--- src/rtl/divider.sv ---
// Multi-cycle restoring integer divider: one quotient bit per clock, done pulse on completion.
// Define DIVIDER_SIGNED_EN for two's-complement operands (truncating division).
module divider #(
  parameter int WIDTH = 16
) (
  input  logic             clk,
  input  logic             reset,
  input  logic             start,
  input  logic [WIDTH-1:0] a,
  input  logic [WIDTH-1:0] b,
  output logic [WIDTH-1:0] q,
  output logic [WIDTH-1:0] r,
  output logic             busy,
  output logic             done,
  output logic             div_by_zero
);

  localparam int CW = $clog2(WIDTH + 1);

  typedef enum logic {IDLE, RUN} state_t;

  state_t           state;
  logic [CW-1:0]    count;
  logic             dz_pend;
  logic [WIDTH-1:0] shreg;
  logic [WIDTH-1:0] dvs;
  logic [WIDTH:0]   prem;

  logic [WIDTH:0]   p_shift;
  logic [WIDTH:0]   p_next;
  logic [WIDTH-1:0] sh_next;
  logic             ge;
  logic [WIDTH-1:0] a_mag;
  logic [WIDTH-1:0] b_mag;
  logic [WIDTH-1:0] q_fin;
  logic [WIDTH-1:0] r_fin;

`ifdef DIVIDER_SIGNED_EN
  logic neg_q;
  logic neg_r;

  function automatic logic [WIDTH-1:0] cond_neg(input logic [WIDTH-1:0] v, input logic n);
    return n ? (~v + WIDTH'(1)) : v;
  endfunction

  assign a_mag = cond_neg(a, a[WIDTH-1]);
  assign b_mag = cond_neg(b, b[WIDTH-1]);
  // Most-negative / -1 wraps naturally: magnitude 0x8000 passes through unnegated.
  assign q_fin = cond_neg(sh_next, neg_q);
  assign r_fin = cond_neg(p_next[WIDTH-1:0], neg_r);
`else
  assign a_mag = a;
  assign b_mag = b;
  assign q_fin = sh_next;
  assign r_fin = p_next[WIDTH-1:0];
`endif

  // One restoring iteration: bring down the next dividend bit, subtract if it fits.
  always_comb begin
    p_shift = {prem[WIDTH-1:0], shreg[WIDTH-1]};
    ge      = (p_shift >= {1'b0, dvs});
    p_next  = ge ? (p_shift - {1'b0, dvs}) : p_shift;
    sh_next = {shreg[WIDTH-2:0], ge};
  end

  always_ff @(posedge clk) begin
    if (reset) begin
      state       <= IDLE;
      count       <= '0;
      dz_pend     <= 1'b0;
      q           <= '0;
      r           <= '0;
      busy        <= 1'b0;
      done        <= 1'b0;
      div_by_zero <= 1'b0;
`ifdef DIVIDER_SIGNED_EN
      neg_q       <= 1'b0;
      neg_r       <= 1'b0;
`endif
    end else begin
      done <= 1'b0;
      case (state)
        IDLE: begin
          if (start) begin
            busy  <= 1'b1;
            state <= RUN;
            prem  <= '0;
            if (b == '0) begin
              // Raw dividend is kept so it can be returned as the remainder.
              dz_pend <= 1'b1;
              shreg   <= a;
              dvs     <= '0;
              count   <= CW'(1);
            end else begin
              dz_pend <= 1'b0;
              shreg   <= a_mag;
              dvs     <= b_mag;
              count   <= CW'(WIDTH);
            end
`ifdef DIVIDER_SIGNED_EN
            neg_q <= a[WIDTH-1] ^ b[WIDTH-1];
            neg_r <= a[WIDTH-1];
`endif
          end
        end
        RUN: begin
          if (dz_pend) begin
            q           <= '1;
            r           <= shreg;
            div_by_zero <= 1'b1;
            done        <= 1'b1;
            busy        <= 1'b0;
            dz_pend     <= 1'b0;
            count       <= '0;
            state       <= IDLE;
          end else begin
            shreg <= sh_next;
            prem  <= p_next;
            count <= count - CW'(1);
            if (count == CW'(1)) begin
              q           <= q_fin;
              r           <= r_fin;
              div_by_zero <= 1'b0;
              done        <= 1'b1;
              busy        <= 1'b0;
              state       <= IDLE;
            end
          end
        end
        default: state <= IDLE;
      endcase
    end
  end

endmodule

--- config.mk ---
export PLATFORM = sky130hd
export DESIGN_NAME = divider
export DESIGN_NICKNAME = d
export VERILOG_FILES = /design/src/rtl/divider.sv
export SDC_FILE = /design/constraint.sdc
export NUM_CORES = 1
export LEC_CHECK = 0
export BUFFER_PORTS_ARGS = -buffer_cell sky130_fd_sc_hd__buf_4
export CORE_MARGIN = 2
export CORE_UTILIZATION = 41
export CTS_CLUSTER_DIAMETER = 100
export DETAILED_ROUTE_END_ITERATION = 12
export SETUP_SLACK_MARGIN = 0.2
export SKIP_CTS_REPAIR_TIMING = 1
export SKIP_LAST_GASP = 1
export SLEW_MARGIN = 40
export SYNTH_ARGS = -nofsm -noshare
export SYNTH_HDL_FRONTEND = slang
export SYNTH_SLANG_ARGS = --single-unit
--- constraint.sdc ---
create_clock -name clk -period 2.7 [get_ports clk]
set_input_delay 0 -clock clk [delete_from_list [all_inputs] [get_ports clk]]
set_output_delay 0 -clock clk [all_outputs]
set_load 0.02 [all_outputs]
=== Word level (Yosys, flattened, before mapping) ===
Index checks and enable logic that the tools add are counted.

* Input bits: 35
* Output and inout bits: 35
* Register bits: 90
* Word-level logic and storage cells: 56

* Add/subtract/negate cells: 2
* Muxes and demuxes: 29
* $lt $le $gt $ge: 1
* Bitwise operators: 2
* Eq/ne operators: 4
* Reduce and logical (&&, ||, !) cells: 7

{| class="wikitable"
|+ Operators with widths
! kind !! number
|-
| 16-bit two-way mux || 9
|-
| 16-bit one-hot mux with 2 select lines || 2
|-
| 17-bit by 16-bit greater-or-equal comparator with 1-bit output || 1
|-
| 16-bit zero test || 1
|-
| 16-bit subtractor || 1
|-
| 5-bit two-way mux || 3
|-
| 1-bit two-way mux || 11
|-
| 5-bit one-hot mux with 2 select lines || 1
|-
| 1-bit one-hot mux with 2 select lines || 3
|-
| 3-bit AND reduction || 2
|-
| 5-bit by 1-bit == test with 1-bit output, second input constant || 1
|-
| 5-bit by 1-bit subtractor with 5-bit output, second input constant || 1
|-
| 2-bit != test, second input constant || 2
|-
| 2-bit AND reduction || 2
|-
| 3-bit by 1-bit != test with 1-bit output, second input constant || 1
|-
| 1-bit inverter || 2
|-
| 2-bit nonzero test || 1
|-
| 2-bit OR reduction || 1
|}

=== Logic depth before layout (Yosys ltp) ===
Gate-level depths: netlist of run 1.

* Depth after elaboration: 4
* Depth in mapped cells: 12
* Gate-level depth less buffers: 10

=== Least setup slack after synthesis of run 1 ===
OpenSTA, ideal clock, no wires.

* Path kind: reg-to-reg
* Start: register state
* End: register prem[0], enable pin
* Clock period less this slack: 2869 ps
* Setup slack: -169 ps
* Data required time: 2268 ps
* Buffers on the path: 1
* Data arrival time: 2437 ps
* Stages on the path, launching flop included: 5
* Setup time: 432 ps
* Path through: dfxtp_1 inv_1 clkbuf_1 nand2_1 a21oi_1

* Word-level cells in the longest chain between the ends: 3
* Elaborated cells between the ends (all ways): 4
* Those cells by class: 2 x eq/ne; 1 x bitwise; 1 x reduce/logical

{| class="wikitable"
|+ RTL lines
! element !! RTL line !! RTL
|-
| start, declared || 22 || <nowiki>state_t state;</nowiki>
|-
| start signal, assigned || 68 || <nowiki>state <= IDLE;</nowiki>
|-
| start signal, assigned || 86 || <nowiki>state <= RUN;</nowiki>
|-
| start signal, assigned || 115 || <nowiki>state <= IDLE;</nowiki>
|-
| 1-bit inverter (no source line) || -- ||
|-
| 2-bit != test (no source line) || -- ||
|-
| 3-bit AND reduction (no source line) (*) || -- ||
|-
| end signal, assigned || 118 || <nowiki>prem <= p_next;</nowiki>
|-
| end, declared || 27 || <nowiki>logic [WIDTH:0] prem;</nowiki>
|}

Mark *: on every way between the ends. The rest lies on a longest branch, timed or not.
A chain may end at the register's enable or synchronous reset.

=== Worst setup path in the final report of run 1 ===
* Start: register prem[4]
* End: register prem[1] (data pin)

* Word-level cells in the longest chain between the ends: 4

{| class="wikitable"
|+ RTL lines
! element !! RTL line !! RTL
|-
| 17-bit by 16-bit greater-or-equal comparator with 1-bit output || 61 || <nowiki>ge = (p_shift >= {1'b0, dvs});</nowiki>
|-
| 16-bit two-way mux || 62 || <nowiki>p_next = ge ? (p_shift - {1'b0, dvs}) : p_shift;</nowiki>
|-
| 16-bit two-way mux || 107 || <nowiki>if (dz_pend) begin</nowiki>
|-
| 16-bit one-hot mux with 2 select lines || 82 || <nowiki>case (state)</nowiki>
|}

Every way passes these cells. The select of a mux whose other input is x is not followed.

==> summary.txt, run 1 <==
Clock network
  – CTS Buf Count: 9
  – CTS clk-pin slew, worst paths: 100 ps
  – Htree depth: 3
  – Clock sink count: 90
  – Root Driver: clkbuf_8
  – Clk Latency, worst-skew pair: 370 ps
  – CTS tree: done
  – Clock Path Buffers: 2

Timing
  – Worst-margin pin slew: 662.3 ps
  – RSZ-0062 raised after global routing: yes
  – Sum Neg Setup Slack: 0 ps
  – Tcrit/Tclk final: 88.71%
  – Final setup fails: 0
  – Slew Limit Fails: 0
  – Clock skew: 11.06 ps
  – Rel. slew slack: 55.79%
  – Fmax achieved: 417.5 MHz
  – Minimum clock period: 2395 ps
  – Final hold violation count: 0

Power
  – Maximum VDD drop: 288.2 uV
  – Clock share of power: 29.6%
  – Total net switching power: 0.9077 mW
  – Seq pwr share: 50.3%
  – P_int: 2.225 mW
  – Switching share of power: 28.98%
  – Combinational power share: 20.1%
  – Lkg Pwr: 2.319 nW
  – PD cells: 551.5 nW/um2

Route
  – Drt wl/cell: 16.26 um
  – Final wirelength: 10810 um
  – Post-DRT Antenna Nets: 0
  – Mean number of vias per cell: 5.182
  – 1st-pass router iterations: 5
  – DR iter-0 viols: 167
  – Vias: 3446
  – DRC violations left: 0

Synthesis
  – EDFF count, synth: 48
  – Largest family of logic cells by synthesized area: compound AO/OA/AOI/OAI gates
  – Register area share after synthesis: 51.69%
  – Xor and xnor area share after synthesis: 3.372%
  – Post-Syn Instances: 432
  – Post-synthesis compound-gate area fraction: 13.88%
  – Mapped Nets: 486
  – Ys flop type: edfxtp_1
  – Seq cells post-synth: 90
  – Most frequent cell after synthesis: nor2_1
  – Fraction of registers with async set/reset: 0%
  – Dominant cells by area after synthesis: edfxtp_1 33%, dfxtp_1 19%, nor2_1 5.4%, ha_1 5.1%, mux2_2 3.8%
  – Mean Syn Cell Area: 10.22 um2
  – Commonest cells post-synth: 63 x nor2_1, 48 x edfxtp_1, 42 x dfxtp_1
  – Simple-gate share of the synthesized area: 12.35%
  – Netlist Area Pre-Place: 4415 um2
  – Mux contribution to synthesized area: 7.509%
  – Area share of the leading cell type in the synthesized netlist: 32.64%
  – Yosys top cell by area: edfxtp_1
  – Yosys warns: 0
  – Synth Area in Adders: 5.554%
  – Distinct cell type count after synthesis: 49

Critical path
  – Crit path buffers/inverters: 1
  – Crit-path cells: ha_2 > nand4_1 > nor2_1 > a21oi_1 > o31a_1 > o21ai_2 > buf_12 > mux2_1 > nor2_1
  – CP most frequent cell: nor2_1
  – Critical Path RT: 2920 ps
  – Largest stage delay on the critical path: 430 ps
  – Crit path max fanout: 18
  – Critical Path AT: 2610 ps
  – Slowest-stage cell, CP: edfxtp_1
  – Crit path max-delay family: flip-flops
  – Startpoint Class: flip-flop
  – WS Path Type: reg2reg
  – Worst setup EP type: flip-flop

Layout
  – Nets: 578
  – Synth-to-layout area growth: 28.65%
  – Final core occ: 54.78%
  – Share of cells above drive strength 1: 25.71%
  – Antenna cells: 0

Global route
  – Largest net degree at the start of global routing: 27
  – Initial antenna violation count: 0
  – Tot GR Track Use: 18.88%
  – First-pass GRT wire length: 16850 um
  – Vias in the first global route: 3381
  – Grt total ovfl: 0

Placement
  – Placer congestion estimate: 0.8452
  – HPWL Detailed: 7825 um
  – Port bufs: 69

Flow run
  – Max-Cap Viols: 0

Floorplan
  – Ports: 70
  – Die area: 11620 um2
  – Die Y: 107.8 um
  – Initial core utilization: 42.58%
  – Rows: 37
  – Horiz. Die Dim: 107.8 um
  – Core area: 10370 um2

Worst hold path
  – Hold Crit Class: in2reg

Status
  – Status: finished, final reports clean
final cells by class:
cell class	instances	area, um2
fillers	949	4690
clock inverters	6	46.29
flip-flops and latches	90	2282
repair buffers	117	975.9
multi-input cells	283	1971
well taps	136	170.2
inverters	23	86.33
clock buffers	10	148.9
path summary, 6_finish.rpt:
| kind | start | endpoint | slack (ps) | cells past startpoint |
|---|---|---|---|---|
| worst max-delay path | prem[4]$_SDFFCE_PN0P_ | prem[1]$_SDFFCE_PN0P_ | 300 | 9 |
| worst min-delay path | b[11] | dvs[11]$_SDFFCE_PP0P_ | 360 | 2 |
| worst max register to register | prem[4]$_SDFFCE_PN0P_ | prem[1]$_SDFFCE_PN0P_ | 300 | 9 |
| worst min register to register | q[12]$_SDFFE_PP0P_ | q[12]$_SDFFE_PP0P_ | 470 | 2 |
state kept, by name (all words and copies together) (netlist names):
signal,cells
prem,16
div_by_zero,1
state,1
r,16
dvs,16
shreg,16
busy,1
dz_pend,1
count,5
q,16
done,1
cells in the final DEF, fill, tap and decap left out, drive strengths merged, types with 3 or more instances in the layout:
| master | Yosys | routed |
|---|---|---|
| buf | 5 | 83 |
| nor2 | 63 | 63 |
| edfxtp | 48 | 48 |
| dfxtp | 42 | 42 |
| dlygate4sd3 | 0 | 34 |
| o21ai | 30 | 30 |
| inv | 23 | 26 |
| nand2 | 24 | 24 |
| a22oi | 20 | 20 |
| a21oi | 18 | 18 |
| ha | 18 | 18 |
| mux2 | 17 | 17 |
| mux2i | 14 | 14 |
| clkbuf | 31 | 10 |
| xor2 | 9 | 9 |
| xnor2 | 8 | 8 |
| o22ai | 7 | 7 |
| nand2b | 6 | 6 |
| a211oi | 6 | 6 |
| nand3 | 3 | 3 |
| nor2b | 3 | 3 |
| nor3 | 3 | 3 |
| nor4 | 3 | 3 |
| o211ai | 3 | 3 |
| nand4 | 3 | 3 |
| nor4b | 3 | 3 |
power by group through the flow:
stage | registers (mW) | logic, mW | clock network (mW)
after floorplan | 1.60 | 0.388 | 0
after global placement | 1.61 | 0.560 | 0
after detailed placement | 1.61 | 0.563 | 0
after CTS | 1.58 | 0.567 | 0.953
after global routing | 1.59 | 0.694 | 1.00
final | 1.58 | 0.630 | 0.926
per-layer routing:
layer,global-route usage [%],share of wire [%],vias to the layer above
li1,-,-,1706
met1,24.60,46,1658
met4,6.868,1.4,0
met5,0,0,-
met2,31.36,49,71
met3,3.390,3.7,11
cells by family (layout without fill, tap and decap cells):
logic type	after synthesis	in the layout
simple gates	119	119
compound gates	97	97
flops	90	90
buf+inv	59	156
mux	31	31
fa+ha+maj	19	19
xor+xnor	17	17
stage by stage:
| step | hold WS (ps) | area (um2) | std cells | total power, mW | setup WS, ps |
|---|---|---|---|---|---|
| floorplan | 158.2 | 4419 | 432 | 1.991 | 475.5 |
| global placement | 189.5 | 5055 | 614 | 2.167 | 220.8 |
| detailed placement | 189.3 | 5055 | 614 | 2.170 | 207.0 |
| CTS | -205.5 | 5250 | 630 | 3.097 | 182.4 |
| global route | 350.7 | 5680 | 665 | 3.284 | 191.8 |
| finish | 361.2 | 5680 | 665 | 3.133 | 304.8 |
worst register-to-register path: stages, from the launching register on:
cell and delay (ps):
edfxtp_1 430, ha_2 430, nand4_1 160, nor2_1 140, a21oi_1 90, o31a_1 250, o21ai_2 80, buf_12 210
mux2_1 370, nor2_1 90
No activity file was read; power rests on OpenSTA's default activity.
==> run 2: changes to the inputs <==
- GPL_TIMING_DRIVEN: not set -> 0
==> run 2 against run 1 <==
Sequential power barely moved. Combinational power is 22% higher. Sequential share of layout area down 2.3 points. Via count grew 3.8%. Die area did not move. Cell count increased by 5.6%. Routed wire length grew 3.6%. Hold slack worse by 180 ps. Core utilization increased by 3.3 points. Clock power is 2.7% lower. Global-route usage hardly changed. Critical endpoint is now prem[13]$_SDFFCE_PN0P_.
==> summary.txt, run 2 (same netlist as run 1, synthesis figures left out) <==
Power
  – PD cells: 538.1 nW/um2 (was 551.5 nW/um2)
  – P_int: 2.266 mW (was 2.225 mW)
  – Clock share of power: 27.8% (was 29.6%)
  – Seq pwr share: 48.6% (was 50.3%)
  – Switching share of power: 30.14% (was 28.98%)
  – Combinational power share: 23.6% (was 20.1%)
  – Maximum VDD drop: 290.3 uV (was 288.2 uV)
  – Overall power: 3.243 mW (was 3.133 mW)
  – Lkg Pwr: 2.401 nW (was 2.319 nW)
  – Total net switching power: 0.9774 mW (was 0.9077 mW)

Critical path
  – Crit path max fanout: 7 (was 18)
  – Startpoint Class: flip-flop (unchanged)
  – Critical Path AT: 2530 ps (was 2610 ps)
  – Worst setup EP type: flip-flop (unchanged)
  – WS Path Type: reg2reg (unchanged)
  – Critical Path RT: 2810 ps (was 2920 ps)

Timing
  – Minimum clock period: 2421 ps (was 2395 ps)
  – Sum Neg Setup Slack: 0 ps (unchanged)
  – Fmax achieved: 413.1 MHz (was 417.5 MHz)
  – Tcrit/Tclk final: 89.66% (was 88.71%)
  – Slew Limit Fails: 0 (unchanged)
  – Final setup fails: 0 (unchanged)
  – RSZ-0062 raised after global routing: yes (unchanged)
  – Rel. slew slack: 60.51% (was 55.79%)
  – Clock skew: 17.55 ps (was 11.06 ps)
  – Hold Slack: 183.5 ps (was 361.2 ps)
  – Worst-margin pin slew: 590.1 ps (was 662.3 ps)
  – Final hold violation count: 0 (unchanged)

Global route
  – Tot GR Track Use: 18.85% (was 18.88%)
  – Grt total ovfl: 0 (unchanged)
  – Vias in the first global route: 3390 (was 3381)
  – Initial antenna violation count: 0 (unchanged)
  – Largest net degree at the start of global routing: 19 (was 27)
  – First-pass GRT wire length: 16920 um (was 16850 um)

Placement
  – Port bufs: 69 (unchanged)
  – Placer congestion estimate: 0.8562 (was 0.8452)
  – HPWL Detailed: 8144 um (was 7825 um)

Route
  – Mean number of vias per cell: 5.094 (was 5.182)
  – Final wirelength: 11200 um (was 10810 um)
  – 1st-pass router iterations: 4 (was 5)
  – Drt wl/cell: 15.95 um (was 16.26 um)
  – DRC violations left: 0 (unchanged)
  – Post-DRT Antenna Nets: 0 (unchanged)
  – Vias: 3576 (was 3446)
  – DR iter-0 viols: 119 (was 167)

Floorplan
  – Ports: 70 (unchanged)
  – Initial core utilization: 42.58% (unchanged)
  – Die Y: 107.8 um (unchanged)
  – Horiz. Die Dim: 107.8 um (unchanged)
  – Die area: 11620 um2 (unchanged)
  – Rows: 37 (unchanged)
  – Core area: 10370 um2 (unchanged)

Layout
  – Synth-to-layout area growth: 36.50% (was 28.65%)
  – Area of the multi-input gates: 2098 um2 (was 1971 um2)
  – Nets: 615 (was 578)
  – Most frequent cells in the layout: 81 x buf_4, 60 x nor2_1, 48 x edfxtp_1 (was 82 x buf_4, 63 x nor2_1, 48 x edfxtp_1)
  – Most common cell after layout, fill and taps aside: buf_4 (unchanged)
  – Final core occ: 58.12% (was 54.78%)
  – Fill cell count: 920 (was 949)
  – Antenna cells: 0 (unchanged)
  – Reg area: 2282 um2 (unchanged)
  – Share of cells above drive strength 1: 29.33% (was 25.71%)

Worst hold path
  – Hold Crit Class: in2reg (unchanged)

Clock network
  – Clock sink count: 90 (unchanged)
  – Clock Path Buffers: 2 (unchanged)
  – CTS clk-pin slew, worst paths: 100 ps (about the same)
  – CTS Buf Count: 9 (unchanged)
  – Htree depth: 3 (unchanged)
  – Clk Latency, worst-skew pair: 370 ps (about the same)
  – CTS tree: done (unchanged)
  – Root Driver: clkbuf_8 (unchanged)

Status
  – Status: finished, final reports clean (unchanged)

Flow run
  – Max-Cap Viols: 0 (unchanged)
## run 2: cell count changes in the layout (fill, tap and decap cells not counted), moves of 3 or more
cell and delta:
mux2i_4 +3, buf_6 +3, nor2_1 -3, mux2i_2 +4
mux2i_1 -7, clkbuf_1 +30
## run 2: stage by stage
step                cell area [um2]  setup WS (ps)  std cells
CTS                            5349         -8.857        655
floorplan                      4419          475.5        432
finish                         6027          279.2        702
global route                   6027          164.3        702
global placement               5107         -277.6        637
detailed placement             5156          6.041        639
## run 2: critical path, stage by stage (launching register included)
cell and delay, ps:
edfxtp_1 420, ha_1 300, clkbuf_4 170, nand4_1 130, nor2_2 140, a21oi_2 80, o31a_1 250, o21ai_2 60
buf_6 170, buf_12 150, mux2i_2 240, nor2_1 60
## run 2: final timing paths
path	endpoint	cells past startpoint	slack (ps)	start
max reg2reg	prem[13]$_SDFFCE_PN0P_	11	280	prem[4]$_SDFFCE_PN0P_
max	prem[13]$_SDFFCE_PN0P_	11	280	prem[4]$_SDFFCE_PN0P_
min	q[15]$_SDFFE_PP0P_	3	180	reset
min reg2reg	q[13]$_SDFFE_PP0P_	2	470	q[13]$_SDFFE_PP0P_
## run 2: metal layers
metal  global-route usage [%]  wire length, um  up-vias  share of wire, %
li1                         -                -     1793                 -
met3                    2.966              293       10               2.6
met2                    30.28             5390       56                48
met4                    4.670               95        0              0.85
met1                    26.64             5419     1717                48
met5                        0                0        -                 0
## run 2: cell type report
cell class	count	share of cell area [%]
Sequential cell	90	37.87
Multi-Input combinational cell	283	34.81
Timing Repair Buffer	118	16.96
Buffer	36	2.906
Tap cell	136	2.823
Clock buffer	9	2.055
Inverter	23	1.432
Clock inverter	7	1.142
## run 2: power by group through the flow
stage | logic (mW) | registers, mW | clock network, mW
after floorplan | 0.388 | 1.60 | 0
after global placement | 0.565 | 1.60 | 0
after detailed placement | 0.587 | 1.60 | 0
after CTS | 0.590 | 1.57 | 0.920
after global routing | 0.837 | 1.58 | 0.984
final | 0.767 | 1.58 | 0.901
==> run 3: changes to the inputs <==
- clock period: 2.7 -> 3.02 ns (I/O delays scaled with it)
==> run 3 against run 2 <==
Die area stayed put. Clock skew is 1.6 ps higher. Fmax is 7.5% lower. Count of clock-buffer cells in the layout stayed put. Critical endpoint is now prem[12]$_SDFFCE_PN0P_.
==> summary.txt, run 3 (same netlist as run 1, synthesis figures left out) <==
Layout
  – Most frequent cells in the layout: 69 x buf_4, 62 x nor2_1, 48 x edfxtp_1 (was 81 x buf_4, 60 x nor2_1, 48 x edfxtp_1)
  – Most common cell after layout, fill and taps aside: buf_4 (unchanged)
  – Synth-to-layout area growth: 28.99% (was 36.50%)
  – Antenna cells: 0 (unchanged)
  – Nets: 601 (was 615)
  – Final core occ: 54.92% (was 58.12%)
  – Share of cells above drive strength 1: 21.38% (was 29.33%)

Timing
  – Final setup fails: 0 (unchanged)
  – Rel. slew slack: 60.13% (was 60.51%)
  – Final setup margin: 402.0 ps (was 279.2 ps)
  – RSZ-0062 raised after global routing: no (was yes)
  – Clock skew: 19.17 ps (was 17.55 ps)
  – Worst-margin pin slew: 598.1 ps (was 590.1 ps)
  – Sum Neg Setup Slack: 0 ps (unchanged)
  – Tcrit/Tclk final: 86.69% (was 89.66%)
  – Slew Limit Fails: 0 (unchanged)
  – Final hold violation count: 0 (unchanged)
  – Fmax achieved: 382.0 MHz (was 413.1 MHz)
  – Minimum clock period: 2618 ps (was 2421 ps)

Critical path
  – Worst setup EP type: flip-flop (unchanged)
  – R2R cell count: 9 (was 11)
  – WS Path Type: reg2reg (unchanged)
  – Critical Path RT: 3130 ps (was 2810 ps)
  – Crit path max fanout: 7 (unchanged)
  – FF-to-FF setup slack: 400 ps (was 280 ps)
  – Critical Path AT: 2720 ps (was 2530 ps)
  – Startpoint Class: flip-flop (unchanged)

Status
  – Status: finished, final reports clean (unchanged)

Clock network
  – Clock sink count: 90 (unchanged)
  – Root Driver: clkbuf_8 (unchanged)
  – CTS tree: done (unchanged)
  – Clock Path Buffers: 2 (unchanged)
  – Htree depth: 3 (unchanged)
  – CTS clk-pin slew, worst paths: 100 ps (about the same)
  – Clk Latency, worst-skew pair: 360 ps (was 370 ps)
  – CTS Buf Count: 9 (unchanged)

Floorplan
  – Ports: 70 (unchanged)
  – Initial core utilization: 42.58% (unchanged)
  – Core area: 10370 um2 (unchanged)
  – Horiz. Die Dim: 107.8 um (unchanged)
  – Die area: 11620 um2 (unchanged)
  – Die Y: 107.8 um (unchanged)
  – Rows: 37 (unchanged)

Route
  – 1st-pass router iterations: 4 (unchanged)
  – Post-DRT Antenna Nets: 0 (unchanged)
  – Final wirelength: 10820 um (was 11200 um)
  – Mean number of vias per cell: 5.092 (was 5.094)
  – DRC violations left: 0 (unchanged)
  – Vias: 3503 (was 3576)
  – Drt wl/cell: 15.73 um (was 15.95 um)
  – DR iter-0 viols: 124 (was 119)

Placement
  – Placer congestion estimate: 0.8562 (unchanged)
  – HPWL Detailed: 8144 um (unchanged)
  – Port bufs: 69 (unchanged)
  – Place WS: 326.0 ps (was 6.041 ps)

Global route
  – Tot GR Track Use: 18.85% (unchanged)
  – Vias in the first global route: 3390 (unchanged)
  – First-pass GRT wire length: 16920 um (unchanged)
  – Grt total ovfl: 0 (unchanged)
  – Initial antenna violation count: 0 (unchanged)
  – Largest net degree at the start of global routing: 19 (unchanged)

Worst hold path
  – Hold path depth: 3 (unchanged)
  – Hold Crit Class: in2reg (unchanged)

Flow run
  – Max-Cap Viols: 0 (unchanged)

Power
  – PD cells: 487.3 nW/um2 (was 538.1 nW/um2)
  – Maximum VDD drop: 249.6 uV (was 290.3 uV)
  – Lkg Pwr: 2.322 nW (was 2.401 nW)
  – Overall power: 2.775 mW (was 3.243 mW)
-- run 3: path summary, 6_finish.rpt --
path / start / endpoint
max: prem[4]$_SDFFCE_PN0P_ / prem[12]$_SDFFCE_PN0P_
min: reset / q[15]$_SDFFE_PP0P_
max reg2reg: prem[4]$_SDFFCE_PN0P_ / prem[12]$_SDFFCE_PN0P_
min reg2reg: q[13]$_SDFFE_PP0P_ / q[13]$_SDFFE_PP0P_
-- run 3: area by class of cell --
class                   instances  area [um2]
multi-input cells             283        1914
repair buffers                104       887.1
flip-flops and latches         90        2282
fillers                       967        4674
plain buffers                  36       162.7
clock buffers                   9       123.9
clock inverters                 7       68.82
inverters                      23       86.33
well taps                     136       170.2
-- run 3: stage by stage --
stage / instances / hold slack [ps] / area (um2)
3_3_place_gp: 637 / 263.5 / 5107
3_5_place_dp: 639 / 263.6 / 5156
2_1_floorplan: 432 / 158.2 / 4419
6_report: 688 / 186.4 / 5695
4_1_cts: 655 / -108.9 / 5349
5_1_grt: 688 / 201.3 / 5695
-- run 3: worst max-delay path, stage by stage (launching register included) --
cell and delay (ps):
edfxtp_1 410, ha_1 280, buf_2 170, a21o_1 210, a21o_1 180, a211oi_1 520
o31ai_2 140, xnor2_1 160, mux2i_1 230, nor2_1 60
-- run 3: layer usage --
layer  GRT usage, %  share of wire [%]  vias to the layer above  routed length [um]
met3          2.966                2.8                        9                 298
met4          4.670               0.88                        0                  95
met5              0                  0                        -                   0
met2          30.28                 47                       60                5126
met1          26.64                 49                     1668                5302
li1               -                  -                     1766                   -
-- run 3: power by group --
group | switching (mW) | internal, mW
Sequential | 0.0412 | 1.36
Clock | 0.488 | 0.321
Combinational | 0.305 | 0.258
Total | 0.834 | 1.94
